### config.mk
export PLATFORM = sky130hd
export DESIGN_NAME = rst_seq
export DESIGN_NICKNAME = d
export VERILOG_FILES = /design/src/rtl/rst_seq.sv
export SDC_FILE = /design/constraint.sdc
export NUM_CORES = 1
export LEC_CHECK = 0
export ABC_CLOCK_PERIOD_IN_PS = 1500
export CORE_MARGIN = 5
export CORE_UTILIZATION = 47
export DETAILED_ROUTE_END_ITERATION = 7
export PLACE_DENSITY_LB_ADDON = 0.3
export RECOVER_POWER = 50
export SYNTH_ARGS = -nofsm -noshare
export SYNTH_HDL_FRONTEND = slang
export SYNTH_SLANG_ARGS = --single-unit
### constraint.sdc
create_clock -name clk -period 1.5 [get_ports clk]
set_input_delay 0.15 -clock clk [delete_from_list [all_inputs] [get_ports clk]]
set_output_delay 0.15 -clock clk [all_outputs]
set_load 0.1 [all_outputs]
### src/rtl/rst_seq.sv
// rst_seq: reset consumer with two-flop deassert sync, hold-off,
// staggered per-stage releases and software re-sequence.
module rst_seq #(
    parameter int NUM_STAGES  = 3,
    parameter int HOLD_CYCLES = 4,
    parameter int STAGE_GAP   = 2,
    parameter int CNT_W       = 8
) (
    input  logic                  clk,
    input  logic                  rst_n,
    input  logic                  sw_rst_req,
    output logic [NUM_STAGES-1:0] stage_rst_n,
    output logic                  rst_done,
    output logic                  busy,
    output logic [CNT_W-1:0]      sw_rst_count
);
    localparam int MAXC = (HOLD_CYCLES > STAGE_GAP) ? HOLD_CYCLES : STAGE_GAP;
    localparam int TW   = $clog2(MAXC + 1);
    localparam int IW   = (NUM_STAGES > 1) ? $clog2(NUM_STAGES) : 1;

    localparam logic [TW-1:0] HOLD_LAST = TW'(HOLD_CYCLES - 1);
    localparam logic [TW-1:0] GAP_LAST  = TW'(STAGE_GAP - 1);
    localparam logic [IW-1:0] LAST_IDX  = IW'(NUM_STAGES - 1);

    typedef enum logic [1:0] {
        SYNC,
        HOLD,
        REL,
        DONE
    } state_t;

    state_t                state_q, state_d;
    logic                  sync1_q, sync2_q;
    logic [TW-1:0]         tmr_q, tmr_d;
    logic [IW-1:0]         idx_q, idx_d;
    logic [NUM_STAGES-1:0] stage_q, stage_d;
    logic                  done_q, done_d;
    logic                  busy_q, busy_d;
    logic [CNT_W-1:0]      cnt_q, cnt_d;
    logic                  release_now;

    always_ff @(posedge clk or negedge rst_n) begin
        if (!rst_n) begin
            sync1_q <= 1'b0;
            sync2_q <= 1'b0;
        end else begin
            sync1_q <= 1'b1;
            sync2_q <= sync1_q;
        end
    end

    always_comb begin
        state_d     = state_q;
        tmr_d       = tmr_q;
        idx_d       = idx_q;
        stage_d     = stage_q;
        done_d      = done_q;
        cnt_d       = cnt_q;
        release_now = 1'b0;

        unique case (state_q)
            // The edge that sees the synchroniser high already counts as
            // the first hold cycle.
            SYNC: begin
                if (sync2_q) begin
                    if (HOLD_CYCLES == 1) begin
                        release_now = 1'b1;
                    end else begin
                        state_d = HOLD;
                        tmr_d   = TW'(1);
                    end
                end
            end
            HOLD: begin
                if (tmr_q == HOLD_LAST) release_now = 1'b1;
                else                    tmr_d = tmr_q + 1'b1;
            end
            REL: begin
                if (tmr_q == GAP_LAST) release_now = 1'b1;
                else                   tmr_d = tmr_q + 1'b1;
            end
            DONE: begin
                if (sw_rst_req) begin
                    state_d = HOLD;
                    tmr_d   = '0;
                    idx_d   = '0;
                    stage_d = '0;
                    done_d  = 1'b0;
                    if (cnt_q != '1) cnt_d = cnt_q + 1'b1;
                end
            end
            default: state_d = SYNC;
        endcase

        if (release_now) begin
            for (int k = 0; k < NUM_STAGES; k++) begin
                if (idx_q == IW'(k)) stage_d[k] = 1'b1;
            end
            tmr_d = '0;
            if (idx_q == LAST_IDX) begin
                state_d = DONE;
                done_d  = 1'b1;
            end else begin
                state_d = REL;
                idx_d   = idx_q + 1'b1;
            end
        end

        busy_d = ~done_d;
    end

    always_ff @(posedge clk or negedge rst_n) begin
        if (!rst_n) begin
            state_q <= SYNC;
            tmr_q   <= '0;
            idx_q   <= '0;
            stage_q <= '0;
            done_q  <= 1'b0;
            busy_q  <= 1'b1;
            cnt_q   <= '0;
        end else begin
            state_q <= state_d;
            tmr_q   <= tmr_d;
            idx_q   <= idx_d;
            stage_q <= stage_d;
            done_q  <= done_d;
            busy_q  <= busy_d;
            cnt_q   <= cnt_d;
        end
    end

    assign stage_rst_n  = stage_q;
    assign rst_done     = done_q;
    assign busy         = busy_q;
    assign sw_rst_count = cnt_q;

endmodule

Yosys cells after proc, flatten, opt, wreduce, memory -nomap -nowiden
Index checks and enable logic that the tools add are counted.

Bits in registers: 22. Input bits: 3. Word-level logic and storage cells: 59. Output and inout port bits: 13.

Multiplexer cells: 28. Eq/ne operators: 12. Bitwise gates (word level): 1. $add $sub $neg: 3. Reductions and logical operators: 6.

Operator list (number): $mux 3 (8); $mux 2 (7); $ne 3x3->1 const B (4); $pmux 3 s4 (1); $mux 1 (10); $add 8x1->8 const B (1); $ne 8x8->1 const B (1); $eq 2x2->1 const B (3); $reduce_and 3->1 (2); $eq 2x1->1 const B (2); $logic_not 2->1 (2); $pmux 2 s2 (1); $reduce_and 4->1 (1); $add 3x1->3 const B (1); $eq 3x1->1 const B (1); $eq 3x2->1 const B (1); $reduce_bool 3->1 (1); $add 2x1->2 const B (1); $pmux 1 s2 (1); $not 1->1 (1).

Longest topological paths before layout
Gate-level depths: netlist of run 1.

Word-level depth: 5. Mapped depth: 6. Mapped depth without buffers: 6.

Worst setup path before layout of run 1
Ideal clock, no wire load.

Path kind: flip-flop to flip-flop. Start: register cnt_q[0], in the netlist sw_rst_count[0]. End: register cnt_q[1], in the netlist sw_rst_count[1]. Setup slack: -632 ps. Clock period less this slack: 2132 ps. Required time: 1374 ps. Cell stages (with the launch flop): 6. Path buffers: 0. Arrival: 2006 ps. Library setup time: 126 ps. Cell sequence: dfrtp_1 ha_1 nand3_1 nand2b_1 nand2_1 mux2_2.

Longest elaborated chain between the ends: 2. Elaborated cells between the ends (all ways): 3. Those cells by class: add/sub: 1; eq/ne: 1; reduce/logical: 1.

Ends and longest elaborated chain: from (decl) (RTL line 39) `logic [CNT_W-1:0] cnt_q, cnt_d;`; from (signal assigned) (RTL line 128) `cnt_q <= cnt_d;`; parallel branches: the longest is 2 deep, another holds $add 8x1->8.

Parallel ways; which one is timed is not known. A chain may end at the register's enable or synchronous reset.

Final worst setup path of run 1
Start: register state_q[1]. End: register tmr_q[1].

Longest elaborated chain between the ends: 4. Elaborated cells between the ends (all ways): 12. Those cells by class: eq/ne: 7; mux: 3; reduce/logical: 2.

Ends and longest elaborated chain: from (decl) (RTL line 32) `state_t state_q, state_d;`; from (signal assigned) (RTL line 122) `state_q <= state_d;`; $eq 2x2->1 or $eq 2x1->1 (tied branches) (RTL line 61) `unique case (state_q)`; $pmux 1 s2 (RTL line 61); $ne 3x3->1 (no source line); $reduce_and 4->1 (no source line); to (signal assigned) (RTL line 123) `tmr_q <= tmr_d;`; to (decl) (RTL line 34) `logic [TW-1:0] tmr_q, tmr_d;`.

Parallel ways exist; a longest one is shown, timed or not.

==> results.txt, run 1 <==
Commonest non-fill, non-tap cell in the layout = buf_4
Initial antenna violation count = 0
Failing checks = setup timing
CP Launch Type = flop
Crit path max fanout = 5
Cell Int Power = 1.94 mW
Fmax achieved = 0.620 GHz
Worst slew pin tran = 1170 ps
Most frequent cells in the layout = buf_4, nand2_1, dfrtp_1, buf_12, dfrtp_4
Clock Tree Buf Depth = 2
Syn avg cell area = 11.0 µm²
Clk pwr share = 7.6%
Final wirelength = 2390 µm
Routed len/inst = 14.4 µm
# port buffers = 15
Sequential share of power = 28.1%
Relative slew margins = 22.1%
Logic pwr share = 64.3%
Mux cell area share after synthesis = 4.28%
Die ar. = 0.00336 mm²
Status = finished, violations left
CTS tree = yes
Final GP Congestion = 0.804
Count of cell types in the netlist = 35
Die extent in x = 58.0 µm
Setup-failing EPs final = 13
Worst Path Class, Setup = reg -> reg
Post-Syn Area = 0.00108 mm²
Initial Util = 48.9%
Cells after Synth = 98
Top_reg_cell synth = dfrtp_1
Yosys reg bits = 22
Endpoints failing hold = 0
Post-synth EDFFs = 0
Layout area overhead = 56.1%
Asr flop ratio synth = 100%
# fillers = 145
HP Start = sync1_q$_DFF_PN0_
Placeable Area = 0.00221 mm²
Num ports = 16
Syn nets = 109
Worst Hold Path EP = sync2_q$_DFF_PN0_
# hold bufs at CTS = 0
Fraction of layout cells with a size suffix above 1 = 51.4%
Clk Latency, worst-skew pair = 300 ps
Sw frac = 47.2%
Largest net degree at the start of global routing = 23
Overall routing resource usage = 15.4%
R2R cell count = 6
First-pass GRT wire length = 3930 µm
CTS Root Cell = clkbuf_4
CP endpoint kind = flop
Clk sinks = 22
Clock slew at reported path FFs = 120 ps
Critical Path RT = 1700 ps
Reg area = 579 µm²
Max-Cap Viols = 0
Hold crit path type = reg -> reg
DP Cell Count = 150
Antenna diode count = 0
Worst reg2reg startpoint = state_q[1]$_DFFE_PN0P_
Net Switching = 1.74 mW
Post-DRT Antenna Nets = 0
Synth Area in XOR/XNOR = 3.24%
Arr. time, crit path = 1810 ps
DR pass1 iterations = 4
Register area share after synthesis = 51.0%
Syn. warnings = 0
Maximum vdd drop = 1.49 mV
Grt ovf = 0
Fin nets = 150
Minimum clock period = 1610 ps
Slew Viols, Final = 0
Final WS setup = -112 ps
Post-layout util = 76.3%
Via/cell ratio = 5.14
Reg2reg end = tmr_q[1]$_DFFE_PN0P_
Final Non-Filler Cells = 166
Reg-to-reg slack, setup = -110 ps
Synth Area in Compound Gates = 9.49%
Vias in the first global route = 852
Leak pwr = 0.789 nW
Final period utilization = 107%
H-tree depth = 1
Layout Skew = 5.64 ps
Via count = 854
Total CTS buffers = 3
Pwr/cell area = 2180 mW/mm²
RSZ-0062 raised after global routing = yes
Hold Path Cell Cnt = 0
Hpwl dp = 1690 µm
1st-iter DRT viols = 10
Post-place setup slack = -85.8 ps
# rows = 17
Die Span Y = 58.0 µm
Largest family of logic cells by synthesized area = simple AND/OR/NAND/NOR gates
# DRC = 0
Area of the multi-input gates = 594 µm²
Synth Area in Adders = 9.26%
Synth Area in Simple Gates = 20.9%
## worst max-delay path, cell delays in order, from the launching register on
cell and delay, ps:
dfrtp_1 450, buf_4 160, ha_1 160, and3b_2 240
nor4_4 250, buf_4 170, o32ai_2 60
## routing by layer
layer	global-route usage (%)	share of wire, %	vias to the layer above	routed length, µm
met1	19.7	45	409	1060
met2	25.6	50	15	1200
met4	5.63	2.3	0	56
li1	-	-	424	-
met5	0	0	-	0
met3	3.34	3.0	6	71
## power by group through the flow
stage | combinational (mW) | clock, mW | sequential [mW]
2_1_floorplan | 0.601 | 0 | 1.75
3_3_place_gp | 2.02 | 0 | 1.06
3_5_place_dp | 2.07 | 0 | 1.07
4_1_cts | 2.19 | 0.291 | 1.05
5_1_grt | 2.52 | 0.322 | 1.06
6_report | 2.37 | 0.279 | 1.04
## sequential cells by signal (all words and copies together) (netlist names)
name          cells
sw_rst_count      8
idx_q             2
state_q           2
sync1_q           1
sync2_q           1
stage_rst_n       3
tmr_q             3
busy              1
rst_done          1
## stage by stage
stage,power (mW),hold slack [ps],setup TNS (ps),cell area [µm²]
floorplan,2.36,-146,-98.6,1150
global placement,3.08,334,-79.2,1530
detailed placement,3.13,341,-366,1530
CTS,3.53,180,-499,1610
global route,3.91,393,-2860,1690
finish,3.69,365,-853,1690
## final cells by class
type / count / share of cell area (%)
Inverter: 4 / 0.890
Tap cell: 28 / 2.08
Multi-Input combinational cell: 72 / 35.2
Clock buffer: 4 / 1.56
Timing Repair Buffer: 36 / 25.9
Sequential cell: 22 / 34.3
## cell usage after synthesis, types with 2 or more instances
cell type | count | area [µm²]
and2_1 | 2 | 12.5
o21a_1 | 2 | 15.0
nor2b_1 | 2 | 12.5
dfrtp_1 | 21 | 526
xnor2_1 | 3 | 26.3
inv_1 | 4 | 15.0
a21o_1 | 2 | 15.0
o21ai_0 | 5 | 25.0
a21oi_1 | 4 | 20.0
nand2_1 | 14 | 52.6
mux2i_1 | 2 | 20.0
nor3_1 | 2 | 10.0
nor2_1 | 3 | 11.3
ha_1 | 8 | 100
nand3_1 | 4 | 20.0
## how the worst max path moves through the flow
stage,from,to,slack [ps],cells past startpoint
CTS,tmr_q[1]$_DFFE_PN0P_,tmr_q[1]$_DFFE_PN0P_,-90,6
global route,state_q[1]$_DFFE_PN0P_,state_q[0]$_DFFE_PN0P_,-180,6
floorplan,sw_rst_count[7]$_DFFE_PN0P_,sw_rst_count[6]$_DFFE_PN0P_,-50,4
finish,state_q[1]$_DFFE_PN0P_,tmr_q[1]$_DFFE_PN0P_,-110,6
detailed placement,state_q[0]$_DFFE_PN0P_,tmr_q[1]$_DFFE_PN0P_,-90,6
global placement,sw_rst_req,sw_rst_count[7]$_DFFE_PN0P_,-40,5
## cell families (layout without fill, tap and decap cells)
logic type,count (synthesis),count (layout)
simple gates,39,39
buf+inv,4,44
compound gates,16,16
other cells,1,1
mux,4,4
flops,22,22
xor+xnor,4,4
fa+ha+maj,8,8
## repair_timing
item                                    4_1_cts  5_1_grt
setup buffers                                 4        8
endpoints found under the setup margin       10       15
pin swaps                                     7        5
gates resized for setup                       5        9
(Power assumes the default switching activity.)
==> run 2, diff against run 1 <==
Settings changed: CAP_MARGIN set to 20, GPL_TIMING_DRIVEN set to 0.
==> run 2 against run 1 <==
Compared with the run above: wire length is 9.5% lower; first-iteration DRC count is 40% lower; register-to-register slack better by 20 ps; hold slack worse by 210 ps; global-route usage is 1.1 points lower; critical path depth is 1 higher; setup slack better by 23 ps; the flow still finishes with violations (setup timing); core utilization is 10 points lower; via count is 7.6% lower; maximum frequency is 1.5% higher; sequential share of layout area is 5.6 points higher; non-clock buffer count is 16 lower.
==> results.txt, run 2 (same netlist as run 1, synthesis figures left out) <==
Status = finished, violations left
Failing checks = setup timing
Slew Viols, Final = 0
Most frequent cells in the layout = dfrtp_1, nand2_1, dfrtp_4
Post-layout util = 65.9%
Slowest-stage cell, CP = dfrtp_1
Largest net degree at the start of global routing = 23
Critical Path RT = 1720 ps
Die Span Y = 58.0 µm
Hpwl dp = 1520 µm
Post-DRT Antenna Nets = 0
CTS Root Cell = clkbuf_4
Via count = 789
Hold crit path type = in -> async
Clk Latency, worst-skew pair = 300 ps
Fmax achieved = 0.629 GHz
Clock Tree Buf Depth = 2
Max-Cap Viols = 0
Final GP Congestion = 0.786
Layout area overhead = 34.8%
Fraction of layout cells with a size suffix above 1 = 52.5%
Relative slew margins = 44.2%
Vias in the first global route = 834
Fin nets = 134
CTS tree = yes
Via/cell ratio = 5.26
Family with the most delay on the worst path = flip-flops
CP endpoint kind = flop
Initial antenna violation count = 0
Final TNS setup = -314 ps
Commonest non-fill, non-tap cell in the layout = dfrtp_1
Routed len/inst = 14.4 µm
Die ar. = 0.00336 mm²
RSZ-0062 raised after global routing = yes
# rows = 17
CP Launch Type = flop
Final WS setup = -88.7 ps
# port buffers = 15
First-pass GRT wire length = 3710 µm
Initial Util = 48.9%
Worst Path Class, Setup = reg -> reg
1st-iter DRT viols = 6
Die extent in x = 58.0 µm
Arr. time, crit path = 1810 ps
Clk sinks = 22
Overall routing resource usage = 14.3%
DR pass1 iterations = 3
Num ports = 16
Clock slew at reported path FFs = 120 ps
CP peak stage delay = 430 ps
CP bufs+invs = 1
Minimum clock period = 1590 ps
Antenna diode count = 0
Endpoints failing hold = 0
Critical path cell sequence = ha_2 -> ha_4 -> and2_4 -> nor4_4 -> buf_4 -> o21ai_2 -> o21ai_1
Placeable Area = 0.00221 mm²
Setup-failing EPs final = 6
Crit path max fanout = 5
Grt ovf = 0
Worst slew pin tran = 836 ps
H-tree depth = 1
Layout Skew = 11.0 ps
Max FFs per register = 8
Total CTS buffers = 3
Final hold slack = 157 ps
Final wirelength = 2160 µm
# DRC = 0
Final period utilization = 106%
run 2: per-layer routing:
layer	global-route usage (%)	share of wire [%]	vias to the layer above
met5	0	0	-
met4	3.97	1.2	0
met3	3.34	3.7	4
met2	25.5	51	13
met1	17.1	44	387
li1	-	-	385
run 2: through the flow:
stage / instance area [µm²] / worst slack, ps / std cells
6_report: 1460 / -88.7 / 150
5_1_grt: 1460 / -183 / 150
4_1_cts: 1390 / -91.7 / 147
3_5_place_dp: 1330 / -269 / 141
3_3_place_gp: 1330 / -272 / 141
2_1_floorplan: 1150 / -50.0 / 98
run 2: repair_timing:
action | CTS | global route
setup buffers | 2 | 2
pin swaps | 1 | 8
gates resized for setup | 42 | 35
gates cloned | 0 | 0
hold buffers | 0 | 0
endpoints found under the setup margin | 27 | 22
run 2: worst paths after layout:
kind	from	end	slack, ps	cells after the start
setup reg to reg	tmr_q[0]$_DFFE_PN0P_	tmr_q[0]$_DFFE_PN0P_	-90	7
hold reg to reg	sync1_q$_DFF_PN0_	sync2_q$_DFF_PN0_	390	0
max in group asynchronous	rst_n	sw_rst_count[0]$_DFFE_PN0P_	180	2
setup / recovery	tmr_q[0]$_DFFE_PN0P_	tmr_q[0]$_DFFE_PN0P_	-90	7
hold / removal	rst_n	sw_rst_count[6]$_DFFE_PN0P_	160	1
min in group clk	sync1_q$_DFF_PN0_	sync2_q$_DFF_PN0_	390	0
run 2: layout make-up:
class | instances | area (µm²)
flip-flops and latches | 22 | 582
repair buffers | 20 | 173
fillers | 180 | 754
well taps | 28 | 35.0
multi-input cells | 72 | 627
clock buffers | 4 | 26.3
inverters | 4 | 15.0
run 2: worst reg2reg max path, cell delays in order, from the launching register on:
cell	delay, ps
dfrtp_1	430
ha_2	200
ha_4	150
and2_4	180
nor4_4	240
buf_4	180
o21ai_2	50
o21ai_1	90
Power of run 2 is left out: the tool's default activity adds up to more than one toggle a clock period on the data nets, which glitch-free logic cannot reach.
==> run 3, diff against run 2 <==
Settings changed: ABC_CLOCK_PERIOD_IN_PS 1500 to 1300.
Clock period 1.5 ns to 1.3 ns, I/O delays scaled along.
==> run 3 against run 2 <==
Compared with the run above: the flow still finishes with violations (setup timing); setup slack got worse by 300 ps; core utilization grew 7.3 points; flip-flop and latch count is the same; final area is 11% higher; sequential share of layout area fell by 4.0 points; critical path depth did not move; non-clock buffer count increased by 12; wire length grew 15%; critical endpoint unchanged.
==> results.txt, run 3 (same netlist as run 1, synthesis figures left out) <==
Layout Skew = 1.83 ps
Clk sinks = 22
Clock slew at reported path FFs = 130 ps
Initial Util = 48.9%
Total CTS buffers = 3
1st-iter DRT viols = 7
CTS tree = yes
H-tree depth = 1
Fin nets = 146
Leak pwr = 0.744 nW
Routed len/inst = 15.4 µm
Hold crit path type = reg -> reg
Antenna diode count = 0
# fillers = 157
RSZ-0062 raised after global routing = yes
Fmax achieved = 0.590 GHz
Hpwl dp = 1520 µm
Final period utilization = 130%
Final wirelength = 2500 µm
Final GP Congestion = 0.726
Most frequent cells in the layout = buf_4, nand2_1, dfrtp_1
Met3 WL = 108 µm
Placeable Area = 0.00221 mm²
Metal-1 WL = 1080 µm
Die ar. = 0.00336 mm²
Clock Tree Buf Depth = 2
DR WL met2 = 1270 µm
Failing checks = setup timing
Final WS setup = -394 ps
Post-DRT Antenna Nets = 0
Setup-failing EPs final = 20
Maximum vdd drop = 2.16 mV
Slew Viols, Final = 0
Minimum clock period = 1690 ps
Crit path max fanout = 4
DR pass1 iterations = 4
Max FFs per register = 8
Max layer used = met4
Worst Path Class, Setup = reg -> reg
Die extent in x = 58.0 µm
Clk Latency, worst-skew pair = 310 ps
Overall routing resource usage = 16.7%
# rows = 17
Commonest non-fill, non-tap cell in the layout = buf_4
Grt ovf = 0
First-pass GRT wire length = 4200 µm
Num ports = 16
Die Span Y = 58.0 µm
Largest net degree at the start of global routing = 23
Area post-placement = 0.00136 mm²
Layout area overhead = 49.8%
# DRC = 0
CTS Root Cell = clkbuf_4
Via count = 852
# port buffers = 15
Total Power = 4.28 mW
Arr. time, crit path = 1940 ps
Max-Cap Viols = 0
Initial antenna violation count = 0
CP Launch Type = flop
Vias in the first global route = 865
Fraction of layout cells with a size suffix above 1 = 56.7%
Pwr/cell area = 2640 mW/mm²
Status = finished, violations left
Via/cell ratio = 5.26
Final instance area = 0.00162 mm²
Endpoints failing hold = 0
Critical Path RT = 1550 ps
CP endpoint kind = flop
## run 3: cell types whose count changed in the layout (fill, tap and decap cells not counted), sizes merged
cell           delta
clkdlybuf4s18     -5
bufinv            +1
buf              +19
clkdlybuf4s15     -4
dlygate4sd3       +1
## run 3: final timing paths
check / startpoint / to / slack [ps] / depth (start not counted)
max: state_q[1]$_DFFE_PN0P_ / tmr_q[0]$_DFFE_PN0P_ / -390 / 7
min: sync1_q$_DFF_PN0_ / sync2_q$_DFF_PN0_ / 360 / 0
max reg2reg: state_q[1]$_DFFE_PN0P_ / tmr_q[0]$_DFFE_PN0P_ / -390 / 7
min reg2reg: sync1_q$_DFF_PN0_ / sync2_q$_DFF_PN0_ / 360 / 0
max in group asynchronous: rst_n / sw_rst_count[0]$_DFFE_PN0P_ / 50 / 3
min in group asynchronous: rst_n / tmr_q[2]$_DFFE_PN0P_ / 560 / 2
## run 3: worst max-delay path, cell delays in order, from the launching register on
cell     delay [ps]
dfrtp_2         460
buf_6           130
ha_4            140
and3b_2         240
nor4_4          340
buf_4           190
o21ai_2          40
o21ai_1          80
## run 3: layout make-up
cell class / instances / area (µm²) / area share [%]
multi-input cells: 72 / 667 / 41.2
flip-flops and latches: 22 / 582 / 35.9
repair buffers: 32 / 268 / 16.5
well taps: 28 / 35.0 / 2.16
clock inverters: 1 / 30.0 / 1.85
clock buffers: 3 / 22.5 / 1.39
inverters: 4 / 15.0 / 0.927
## run 3: power breakdown
part | internal [mW] | leakage, nW | switching, mW
Clock | 0.312 | 0.0279 | 0.217
Sequential | 0.947 | 0.264 | 0.243
Combinational | 0.966 | 0.452 | 1.60
## run 3: metrics by stage
| stage | utilization (%) | cells | hold WS [ps] | worst slack [ps] | TNS (ps) |
|---|---|---|---|---|---|
| 2_1_floorplan | - | 98 | -166 | -250 | -2190 |
| 3_3_place_gp | 61.5 | 141 | 333 | -450 | -10370 |
| 3_5_place_dp | 61.5 | 141 | 339 | -446 | -11230 |
| 4_1_cts | 70.0 | 156 | 369 | -295 | -3540 |
| 5_1_grt | 73.2 | 162 | 390 | -476 | -6500 |
| 6_report | 73.2 | 162 | 363 | -394 | -4720 |
## run 3: per-layer routing
metal | track usage [%] | up-vias
li1 | - | 412
met3 | 4.23 | 4
met4 | 7.95 | 0
met1 | 22.5 | 421
met2 | 25.2 | 15
met5 | 0 | -
## run 3: repair_timing
item	CTS	global route
cloned	0	0
pin swaps	14	6
endpoints found under the setup margin	31	22
setup buffers	11	4
endpoints found under the hold margin	0	1
gates resized for setup	92	7
hold buffers	0	1
==> edit: new RTL, flow settings as in run 3 <==
Make the reset (`rst_n`) synchronous in 2 clocked blocks.
--- a/src/rtl/rst_seq.sv
+++ b/src/rtl/rst_seq.sv
@@ -40,5 +40,5 @@
     logic                  release_now;
 
-    always_ff @(posedge clk or negedge rst_n) begin
+    always_ff @(posedge clk) begin
         if (!rst_n) begin
             sync1_q <= 1'b0;
@@ -110,5 +110,5 @@
     end
 
-    always_ff @(posedge clk or negedge rst_n) begin
+    always_ff @(posedge clk) begin
         if (!rst_n) begin
             state_q <= SYNC;
Behaviour: differs if rst_n is asserted again (counterexample within 10 cycles, from zero or initial values and one cycle with rst_n low); with rst_n held inactive, the same outputs for 10 cycles.
==> edit against run 3 <==
  * The flow still finishes with violations (setup timing)
  * Wire length rose by 3.5%
  * Area after synthesis shrank 0.81%
  * Via count up 12%
  * Sequential cell count is the same
  * Design area shrank 4.7%
  * Synthesized cell count increased by 15%
  * Worst setup slack gained 130 ps
  * Clock skew shrank 0.65 ps
  * Critical path type unchanged
Power is left out: it rests on default switching activity, and per cell area and clock period it moved more than threefold.
==> edit: results (changes against run 3) <==
grt_pass1_wl_mm: 4.00  # was 4.20 mm
dpl_cell_area_um2: 1360  # about the same
cts_sinks: 22  # unchanged
antenna_found_initial: 0  # unchanged
cts_inserted_buffers: 3  # unchanged
drt_first_pass_iters: 4  # unchanged
clockBufferDepth: 2  # unchanged
portBuffers: 15  # unchanged
run_status: "finished, violations left"  # unchanged
syn_inst: 113  # was 98
ys_seq_area_share_pct: 41.1  # was 51.0%
drtIter0Drc: 14  # was 7
path_max_fanout: 5  # was 4
cts-root-buf: "clkbuf_4"  # unchanged
fin_nets: 160  # was 146
ys_types: 34  # was 35
synthArstFlopShare_pct: 0  # was 100%
clk_pin_slew_worst_paths_ps: 120
vias: 956  # was 852
final.setup_skew_ps: 1.18  # was 1.83 ps
hpwl_mm: 1.59  # was 1.52 mm
ys_top_cells_by_count: "dfxtp_1, nand2_1, ha_1"  # was dfrtp_1, nand2_1, ha_1
tightestPinTransition_ps: 487
violations: "setup timing"  # unchanged
hp-class: "in -> reg"  # was reg -> reg
final_cells: 175  # was 162
cp_slowest_cell: "or3_1"  # was dfrtp_2
syn_nets: 125  # was 109
grt_max_degree: 13  # was 23
grt_pass1_vias: 899  # was 865
clock_latency_ps: 310  # about the same
globalplace.congestion: 0.800  # was 0.726
arrival_ps: 1810  # was 1940 ps
nFillCells: 159  # was 157
htree_num_levels: 1  # unchanged
crit_path_max_incr_delay_ps: 440  # was 460 ps
largest_reg_flops: 8  # unchanged
finalWirelength_mm: 2.58  # was 2.50 mm
finalSetupViolCount: 16  # was 20
synthTopCellsByArea: "dfxtp_1, ha_1, and2_1"  # was dfrtp_1, ha_1, nand2_1
layout-drive-gt1-share_pct: 47.6  # was 56.7%
final.setup.worst_slack_ps: -261  # was -394 ps
num_antenna_cells: 0  # unchanged
yosys_warnings: 0  # unchanged
grt_usage_pct: 15.4  # was 16.7%
-- edit: layer usage --
metal,GRT usage (%),part of all wire (%),up-vias
li1,-,-,468
met1,18.8,47,461
met2,25.3,48,20
met3,3.12,2.9,7
met4,7.95,2.4,0
met5,0,0,-
-- edit: repair_timing --
item | 4_1_cts | 5_1_grt
setup buffers | 9 | 6
gates resized for setup | 82 | 17
cloned | 0 | 0
pin swaps | 7 | 16
endpoints found under the setup margin | 30 | 26
hold endpoints to repair | 0 | 0
-- edit: layout make-up --
class | instances | area (um^2) | area share [%]
multi-input combinational | 84 | 757 | 49.1
sequential | 22 | 473 | 30.7
timing repair buffer | 30 | 218 | 14.1
tap | 28 | 35.0 | 2.27
inverter | 5 | 26.3 | 1.70
clock buffer | 3 | 22.5 | 1.46
buffer | 2 | 7.51 | 0.487
clock inverter | 1 | 3.75 | 0.243
-- edit: kinds of logic after synthesis --
| family | after synthesis | share of synthesized area [%] |
|---|---|---|
| AOI/OAI and AO/OA | 29 | 18.3 |
| xor gates and xnor gates | 3 | 2.45 |
| adders and majority gates | 9 | 10.5 |
| buffers and inverters | 7 | 2.45 |
| DFF | 22 | 41.1 |
| muxes | 1 | 0.934 |
| and+or+nand+nor | 42 | 24.3 |
-- edit: final timing paths --
path,from,end,cells past startpoint,slack (ps)
worst min register to register,sync1_q,sync2_q,1,450
worst min-delay path,rst_n,sync1_q,1,340
worst max-delay path,tmr_q[0],tmr_q[1],6,-260
worst max register to register,tmr_q[0],tmr_q[1],6,-260
-- edit: critical path: cells and delay by family (launching register included) --
kind,cells,cell delay (ps)
AND/OR/NAND/NOR,3,690
flip-flops,1,380
adder cells (fa/ha/maj),2,310
AO/OA/AOI/OAI,1,120
-- edit: metrics by stage --
step                utilization, %  TNS [ps]  setup slack, ps
finish                        70.4     -2330             -261
global route                  70.4     -3490             -317
CTS                           66.9     -1800             -218
detailed placement            62.3     -6860             -342
global placement              62.3     -6250             -333
floorplan                        -     -1570             -198
